## src/rtl/butter_pkg.sv

```systemverilog
// Shared constants and types for the Butterworth pole datapath.
// Default sizes, output width helper, FSM encoding, default taps.
package butter_pkg;

   localparam int NTAPS_DEF = 6;
   localparam int DW_DEF    = 16;
   localparam int CW_DEF    = 9;

   // Default Butterworth pole coefficients c1..c6
   localparam int BW_C1 = 178;
   localparam int BW_C2 = 214;
   localparam int BW_C3 = 135;
   localparam int BW_C4 = 65;
   localparam int BW_C5 = 19;
   localparam int BW_C6 = 3;

   typedef enum logic [1:0] {
      ST_IDLE = 2'd0,
      ST_MAC  = 2'd1,
      ST_OUT  = 2'd2
   } state_e;

   // Full-precision width of x + sum of ntaps products
   function automatic int ow_f(
      input int dw,
      input int cw,
      input int ntaps
   );
      return dw + cw + $clog2(ntaps + 1);
   endfunction

endpackage

```

## src/rtl/butt_tap_line.sv

```systemverilog
// NTAPS-deep signed sample history with shift, flush and a k-indexed read.
// Ports: clk_i/nrst_i, flush_i, shift_i, x_i (new sample), k_i, tap_o.
module butt_tap_line #(
   parameter int NTAPS = 6,
   parameter int DW    = 16,
   parameter int AW    = $clog2(NTAPS + 1)
) (
   input  logic                 clk_i,
   input  logic                 nrst_i,
   input  logic                 flush_i,
   input  logic                 shift_i,
   input  logic signed [DW-1:0] x_i,
   input  logic        [AW-1:0] k_i,
   output logic signed [DW-1:0] tap_o
);

   logic signed [DW-1:0] line_q [1:NTAPS];

   always_ff @(posedge clk_i or negedge nrst_i) begin
      if (!nrst_i) begin
         for (int i = 1; i <= NTAPS; i++) begin
            line_q[i] <= '0;
         end
      end else if (flush_i) begin
         for (int i = 1; i <= NTAPS; i++) begin
            line_q[i] <= '0;
         end
      end else if (shift_i) begin
         line_q[1] <= x_i;
         for (int i = 2; i <= NTAPS; i++) begin
            line_q[i] <= line_q[i-1];
         end
      end
   end

   // Index 0 and out-of-range k read as zero
   always_comb begin
      tap_o = '0;
      for (int i = 1; i <= NTAPS; i++) begin
         if (k_i == AW'(i)) begin
            tap_o = line_q[i];
         end
      end
   end

endmodule

```

## src/rtl/butt_pole_mac_seq.sv

```systemverilog
// Time-shared MAC pole section: y[n] = x[n] + sum c_k * x[n-k].
// Ports: clk/nrst, enable, din_* handshake, coef_* write port,
//   coef_err, dout_valid/data_out result, busy.
module butt_pole_mac_seq
   import butter_pkg::*;
#(
   parameter int NTAPS = NTAPS_DEF,
   parameter int DW    = DW_DEF,
   parameter int CW    = CW_DEF
) (
   input  logic                               clk,
   input  logic                               nrst,
   input  logic                               enable,
   input  logic                               din_valid,
   output logic                               din_ready,
   input  logic signed [DW-1:0]               din_x,
   input  logic                               coef_wr,
   input  logic [$clog2(NTAPS+1)-1:0]         coef_addr,
   input  logic signed [CW-1:0]               coef_data,
   output logic                               coef_err,
   output logic                               dout_valid,
   output logic signed [ow_f(DW,CW,NTAPS)-1:0] data_out,
   output logic                               busy
);

   localparam int AW = $clog2(NTAPS + 1);
   localparam int OW = ow_f(DW, CW, NTAPS);
   localparam int PW = DW + CW;

   state_e               state_q, state_d;
   logic        [AW-1:0] k_q, k_d;
   logic signed [OW-1:0] acc_q, acc_d;
   logic signed [OW-1:0] dout_q, dout_d;
   logic signed [DW-1:0] xcur_q, xcur_d;
   logic                 dval_q, dval_d;
   logic                 err_q, err_d;
   logic signed [CW-1:0] coef_q [1:NTAPS];

   logic                 coef_we;
   logic                 shift;
   logic                 addr_ok;
   logic signed [DW-1:0] tap;
   logic signed [CW-1:0] coef_sel;
   logic signed [PW-1:0] coef_ext, tap_ext, prod;
   logic signed [OW-1:0] prod_x, din_ext;

   butt_tap_line #(
      .NTAPS (NTAPS),
      .DW    (DW),
      .AW    (AW)
   ) u_line (
      .clk_i   (clk),
      .nrst_i  (nrst),
      .flush_i (~enable),
      .shift_i (shift),
      .x_i     (xcur_q),
      .k_i     (k_q),
      .tap_o   (tap)
   );

   always_comb begin
      coef_sel = '0;
      for (int i = 1; i <= NTAPS; i++) begin
         if (k_q == AW'(i)) begin
            coef_sel = coef_q[i];
         end
      end
   end

   // Signed size casts sign-extend before the full-width product
   assign coef_ext = PW'(coef_sel);
   assign tap_ext  = PW'(tap);
   assign prod     = coef_ext * tap_ext;
   assign prod_x   = OW'(prod);
   assign din_ext  = OW'(din_x);

   assign addr_ok = (coef_addr != '0) &&
                    (coef_addr <= AW'(NTAPS));

   assign din_ready  = enable && (state_q == ST_IDLE);
   assign busy       = (state_q != ST_IDLE);
   assign data_out   = dout_q;
   assign dout_valid = dval_q;
   assign coef_err   = err_q;

   always_comb begin
      state_d = state_q;
      k_d     = k_q;
      acc_d   = acc_q;
      xcur_d  = xcur_q;
      dout_d  = dout_q;
      dval_d  = 1'b0;
      err_d   = err_q;
      coef_we = 1'b0;
      shift   = 1'b0;
      if (!enable) begin
         // Flush: drop any in-flight sample, keep data_out
         state_d = ST_IDLE;
         k_d     = '0;
         acc_d   = '0;
         err_d   = 1'b0;
         coef_we = coef_wr && addr_ok &&
                   (state_q == ST_IDLE);
      end else begin
         unique case (state_q)
            ST_IDLE: begin
               coef_we = coef_wr && addr_ok;
               if (din_valid) begin
                  xcur_d  = din_x;
                  acc_d   = din_ext;
                  k_d     = AW'(1);
                  state_d = ST_MAC;
               end
            end
            ST_MAC: begin
               acc_d = acc_q + prod_x;
               k_d   = k_q + AW'(1);
               if (coef_wr) begin
                  err_d = 1'b1;
               end
               if (k_q == AW'(NTAPS)) begin
                  shift   = 1'b1;
                  state_d = ST_OUT;
               end
            end
            ST_OUT: begin
               dout_d  = acc_q;
               dval_d  = 1'b1;
               k_d     = '0;
               state_d = ST_IDLE;
               if (coef_wr) begin
                  err_d = 1'b1;
               end
            end
            default: begin
               state_d = ST_IDLE;
            end
         endcase
      end
   end

   always_ff @(posedge clk or negedge nrst) begin
      if (!nrst) begin
         state_q <= ST_IDLE;
         k_q     <= '0;
         acc_q   <= '0;
         xcur_q  <= '0;
         dout_q  <= '0;
         dval_q  <= 1'b0;
         err_q   <= 1'b0;
      end else begin
         state_q <= state_d;
         k_q     <= k_d;
         acc_q   <= acc_d;
         xcur_q  <= xcur_d;
         dout_q  <= dout_d;
         dval_q  <= dval_d;
         err_q   <= err_d;
      end
   end

   always_ff @(posedge clk or negedge nrst) begin
      if (!nrst) begin
         for (int i = 1; i <= NTAPS; i++) begin
            coef_q[i] <= '0;
         end
      end else if (coef_we) begin
         for (int i = 1; i <= NTAPS; i++) begin
            if (coef_addr == AW'(i)) begin
               coef_q[i] <= coef_data;
            end
         end
      end
   end

endmodule
```

## config.mk

```make
export PLATFORM = sky130hd
export DESIGN_NAME = butt_pole_mac_seq
export DESIGN_NICKNAME = d
export VERILOG_FILES = /design/src/rtl/butter_pkg.sv /design/src/rtl/butt_tap_line.sv /design/src/rtl/butt_pole_mac_seq.sv
export SDC_FILE = /design/constraint.sdc
export NUM_CORES = 1
export LEC_CHECK = 0
export CAP_MARGIN = 20
export CORE_MARGIN = 2
export CORE_UTILIZATION = 55
export DETAILED_ROUTE_END_ITERATION = 12
export GPL_ROUTABILITY_DRIVEN = 1
export GPL_TIMING_DRIVEN = 0
export HOLD_SLACK_MARGIN = 0.08
export MAX_ROUTING_LAYER = met4
export PLACE_DENSITY_LB_ADDON = 0.05
export SYNTH_ARGS = -nofsm -noshare
export SYNTH_HDL_FRONTEND = slang
export SYNTH_SLANG_ARGS = --single-unit
```

## constraint.sdc

```tcl
create_clock -name clk -period 10.3 [get_ports clk]
set_input_delay 2.06 -clock clk [delete_from_list [all_inputs] [get_ports clk]]
set_output_delay 2.06 -clock clk [all_outputs]
set_load 0.01 [all_outputs]
```

==> results.cfg <==
[route]
detail_route.iter0.violations = 996
drt-vias-per-instance = 5.86
first_pass_iters = 10
wl_met2_um = 19400
dr_wl_met3_um = 3070
final_ant_viol_nets = 0
route.detailed.drc = 0
route.final.wire_length_um = 42800
routedLengthMet1_um = 19300
num_vias = 12200
detail_route.wl_per_cell_um = 20.6
top_layer = met4

[synth]
dominantRegCellSynth = sky130_fd_sc_hd__dfrtp_1
netlist_top_cells_count = sky130_fd_sc_hd__dfrtp_1, sky130_fd_sc_hd__inv_1, sky130_fd_sc_hd__nand2_1
synth_nets = 1840
synth_seq_cells = 229
number_of_distinct_library_cell_variants_in_the_gate_level_netlist_after_synthesis = 61
async_reset_ff_frac = 1.00
yosys-top-cells-area = sky130_fd_sc_hd__dfrtp_1, sky130_fd_sc_hd__fa_1, sky130_fd_sc_hd__mux2_2, sky130_fd_sc_hd__ha_1, sky130_fd_sc_hd__a22o_1
postSynthCellCount = 1581
sequential_share_of_the_synthesized_area = 0.353
synth_most_common_cell = sky130_fd_sc_hd__dfrtp_1
ys_warn_count = 0
yosysTopAreaCell = sky130_fd_sc_hd__dfrtp_1
synth_top_cell_area_share = 0.353
synth_area_um2 = 16200
synth.avg_cell_area_um2 = 10.3
synth_enable_flop_cells = 0

[clock_tree]
cts_max_path_buffers = 3
clk_pin_slew_ns = 0.06
postCtsHoldBufs = 0
cts_inserted_buffers = 27
tritoncts = done
clock_sinks = 229
post_cts_resized = 0
clockRootBuffer = sky130_fd_sc_hd__clkbuf_16
htree_levels = 1
clock_latency_at_the_later_pin_of_the_worst_skew_pair_ns = 0.56
cts.repair_timing.setup_buffer_count = 0

[timing]
setup_violations = 0
report.final.slew_viol_count = 0
skew_ns = 0.0274
slew_headroom = 0.303
max_freq_mhz = 114
layout_worst_path_cycle_share = 0.850
worst_slew_pin_slew_ns = 1.02
rsz0062_at_grt = false
timing.final.crit_period_ns = 8.76
hold_violations = 0

[die]
placeableCoreArea_um2 = 28900
initial_utilization = 0.562
fp.dieW_um = 176
area_of_the_die_um2 = 30900
placement_rows = 62
boundaryPins = 65
floorplan.die.height_um = 176

[place]
dpl-instance-area_um2 = 17400
post-place-cells = 2032
io_buffer_count = 64
gpl.final_weighted_congestion = 0.923
dpl.hpwl_um = 32700

[pwr]
share_of_power_burned_in_registers = 0.333
total_switching_power_mw = 1.38
power.ir.vdd_worst_mv = 0.172
p_sw_frac = 0.372
power_frac_comb = 0.388
p_leak_nw = 9.02
power.internal_mw = 2.33
clkPwrFrac = 0.279
p_per_area_nw_per_um2 = 202

[job]
max-cap-violations = 0

[critical_path]
critical_path.reg2reg.startpoint = k_q[0]
crit_path_end_kind = flip-flop
critical-path-top-cell-by-count = sky130_fd_sc_hd__fa_1
worstPathArrival_ns = 9.21
startpoint_of_the_worst_setup_timing_path = k_q[0]
cp.required_ns = 10.75
critical-path-slowest-cell = sky130_fd_sc_hd__a21oi_1
timing.critical_path.from_type = flip-flop
worst-setup-path-type = flip-flop to flip-flop
critical_path.max_stage_delay_ns = 0.84
cp_max_fo = 10

[run_status]
status = complete, no violations

[hold_path]
hp-start = xcur_q[4]
timing.hold.worst.class = flip-flop to flip-flop

[cells_and_area]
num-nets-final = 1936
final_design_area_no_fill_um2 = 18400
fin_cells = 2081
num_antenna_cells = 0
relative_area_change_from_synthesis_to_final_layout_pct = 13.3
layout.filler_cells = 2452
post_route_cells_drive_above_1_share = 0.107

[global_routing]
pin_count_of_the_biggest_net_entering_global_routing = 109
grt_overflow = 0
grt_pass1_vias = 12400
grt_first_pass_wirelength_um = 69300
globalRouteTotalUtil = 0.297
grt_antenna_before_repair = 0
## worst paths after layout
path / slack, ns / endpoint / cells past startpoint
setup / recovery: 1.54 / acc_q[19] / 27
hold / removal: 0.49 / u_line.line_q[84] / 1
setup reg to reg: 1.54 / acc_q[19] / 27
hold reg to reg: 0.49 / u_line.line_q[84] / 1
max in group asynchronous: 7.64 / acc_q[26] / 3
min in group asynchronous: 1.41 / u_line.line_q[54] / 1
## power groups by stage
stage,Combinational [mW],Clock (mW),Sequential (mW)
floorplan,0.955,0,1.22
global placement,1.39,0,1.25
detailed placement,1.42,0,1.25
CTS,1.43,1.05,1.24
global route,1.61,1.09,1.26
finish,1.44,1.04,1.24
## metal layers
metal,vias up,track usage
li1,5505,-
met1,6205,0.431
met2,436,0.447
met3,59,0.0431
met4,0,0.0706
met5,-,-
## flip-flops by register name, indices dropped and copies added, names as in the netlist
signal	count
u_line.line_q	96
coef_q	54
acc_q	28
data_out	28
xcur_q	16
k_q	3
state_q	2
coef_err	1
dout_valid	1
## worst max-delay path: cells and delay by family (launching register included)
kind                       cells  cell delay [ns]
buffers and inverters          6             1.25
and+or+nand+nor                5             1.24
adders and majority gates      8             3.24
DFF                            1             0.43
AOI/OAI and AO/OA              8             2.48
## cells in the final DEF, fill, tap and decap left out, drive strengths merged, types with 6 or more instances in the layout
cell,count
and2,18
xnor2,14
o21a,10
nand4,10
nor2,76
nand2,197
or3,6
clkdlybuf4s50,63
a31oi,7
clkinv,9
nor2b,28
mux2i,17
a222oi,25
o31ai,6
a22o,100
a21oi,67
mux2,101
ha,78
o21ai,77
inv,218
clkbuf,91
a21o,11
buf,27
fa,148
dfrtp,229
nand3,13
## layout make-up
type	count	area, um2	share of cell area
Multi-Input combinational cell	1055	9350	0.509
Sequential cell	229	5730	0.312
Inverter	216	811	0.0441
Clock buffer	33	748	0.0407
Timing Repair Buffer	67	708	0.0385
Tap cell	384	480	0.0261
Buffer	81	330	0.0180
Clock inverter	16	220	0.0120
## through the flow
| step | setup slack (ns) | hold WS, ns | setup TNS [ns] | util | total power, mW |
|---|---|---|---|---|---|
| after global placement | -2.65 | 0.472 | -598.24 | 0.601 | 2.64 |
| after floorplan | 3.49 | 0.461 | 0 | - | 2.18 |
| final | 1.54 | 0.488 | 0 | 0.637 | 3.71 |
| after global routing | 1.07 | 0.505 | 0 | 0.637 | 3.96 |
| after CTS | 1.69 | 0.486 | 0 | 0.637 | 3.72 |
| after detailed placement | 1.75 | 0.472 | 0 | 0.603 | 2.67 |
## kinds of logic after synthesis
| group | Yosys count | share of synthesized area |
|---|---|---|
| fa+ha+maj | 226 | 0.243 |
| mux | 118 | 0.0806 |
| xor+xnor | 18 | 0.00972 |
| buf+inv | 297 | 0.0703 |
| flops | 229 | 0.353 |
| compound gates | 329 | 0.146 |
| simple gates | 364 | 0.0974 |
Power figures use the tool's default switching activity.
==> RTL change, RTL diff (same flow settings) <==
The 3 states of `state_e` get a one-hot encoding in 3 bits.
--- a/src/rtl/butter_pkg.sv
+++ b/src/rtl/butter_pkg.sv
@@ -14,10 +14,10 @@
    localparam int BW_C5 = 19;
    localparam int BW_C6 = 3;
 
-   typedef enum logic [1:0] {
-      ST_IDLE = 2'd0,
-      ST_MAC  = 2'd1,
-      ST_OUT  = 2'd2
+   typedef enum logic [2:0] {
+      ST_IDLE = 3'b001,
+      ST_MAC  = 3'b010,
+      ST_OUT  = 3'b100
    } state_e;
 
    // Full-precision width of x + sum of ntaps products
Function: same outputs for any inputs over 4 cycles, from zero or initial values and one cycle with nrst low; so few cycles prove little.
==> RTL change against the original RTL <==
Routed wire length up 0.14%. Sequential cell count rose by 1. Sequential share of layout area up 0.11 points. Cell area grew 0.11%. Setup slack gained 0.68 ns. Highest routed layer unchanged. Synthesized area increased by 0.71%. Via count down 2.2%.
Power is not compared: it rests on default switching activity, and its combinational part moved more than twofold at a synthesized area within 25%.
==> RTL change: results (changes against the original RTL) <==
[status]
status=finished, final reports clean

[routing]
wirelength_um=42900  ; +0.14%
wl_met3_um=2520  ; -18%
dr.first_iter.drc_count=880  ; -12%
num_vias=11900  ; -2.2%
routed-wl-met2_um=20100  ; +3.4%
post_drt_wl_per_cell_um=20.6  ; about the same
met1_length_um=18900  ; -2.1%
dr.pass1.iters=7  ; -3

[critical_path]
slowest_stage=fa_1
cp.arrival_ns=8.54  ; -0.67 ns
r2r_slack_ns=2.22  ; +0.68 ns
reg2regPathDepth=26  ; -3.7%
slowest_delay_ns=0.61  ; -0.23 ns

[place]
port_buffers=63  ; -1.6%
place_area_um2=17500  ; +0.60%
place_ws_ns=2.28  ; +0.529 ns
dpl.hpwl_um=33000  ; +0.91%
gp_congestion=0.905  ; -1.9%

[yosys]
netlist_top_cells_area=dfrtp_1 35%, fa_1 18%, mux2_2 6.4%
synthCells=1582  ; +0.063%
synth_commonest_cells=229 x dfrtp_1, 216 x nand2_1, 211 x inv_1
synth_cell_types=70  ; +15%
ys_seq_area_share_pct=35.2  ; -0.088 points
synth_nets=1837  ; -0.16%

[global_routing]
grt_util_met1_pct=40.5  ; -2.6 points
antenna_found_initial=1  ; +1
grt_max_degree=102  ; -6.4%
gr-usage-met3_pct=4.35  ; +0.042 points
met2_usage_pct=46.9  ; +2.2 points
grt_pass1_wl_um=69500  ; +0.35%

[finish]
drive_gt1_share_pct=13.0  ; +2.3 points
final_nets=1931  ; -0.26%
n_fill_cell=2500  ; +2.0%

[hold_path]
min_from=xcur_q[6]$_DFFE_PN0P_
hold_path_end=u_line.line_q[86]$_DFFE_PN0P_

[timing]
max_slew_margin_pct=27.4  ; -2.9 points
whs_ns=0.491  ; +0.00262 ns
finClkSkew_ns=0.0202  ; -0.00726 ns
fin_crit_sh_pct=78.4  ; -6.6 points

[power_and_ir_drop]
p_sw_uw=689

[cts]
cts_buffers=26  ; -3.7%

## RTL change: cell types whose count changed after synthesis, moves of 9 or more
cell	delta
mux2i_1	-14
buf_4	+9
a21oi_2	+16
buf_2	+16
a21oi_1	-30
nand2_1	+19
clkbuf_1	-26
## RTL change: cells by family (layout without fill, tap and decap cells)
family / Yosys count / after routing / synth area share, %
simple gates: 385 / 385 / 10.4
compound gates: 329 / 329 / 14.9
buf+inv: 295 / 407 / 7.46
flops: 230 / 230 / 35.2
fa+ha+maj: 222 / 222 / 23.8
mux: 99 / 99 / 6.96
xor+xnor: 22 / 22 / 1.18
## RTL change: area by class of cell
class,count,area (um2),share of cell area (%)
buffer,84,427,2.32
clock buffer,38,746,4.05
clock inverter,8,130,0.707
inverter,211,792,4.30
multi-input combinational,1057,9360,50.9
sequential,230,5760,31.3
tap,390,488,2.65
timing repair buffer,66,698,3.79
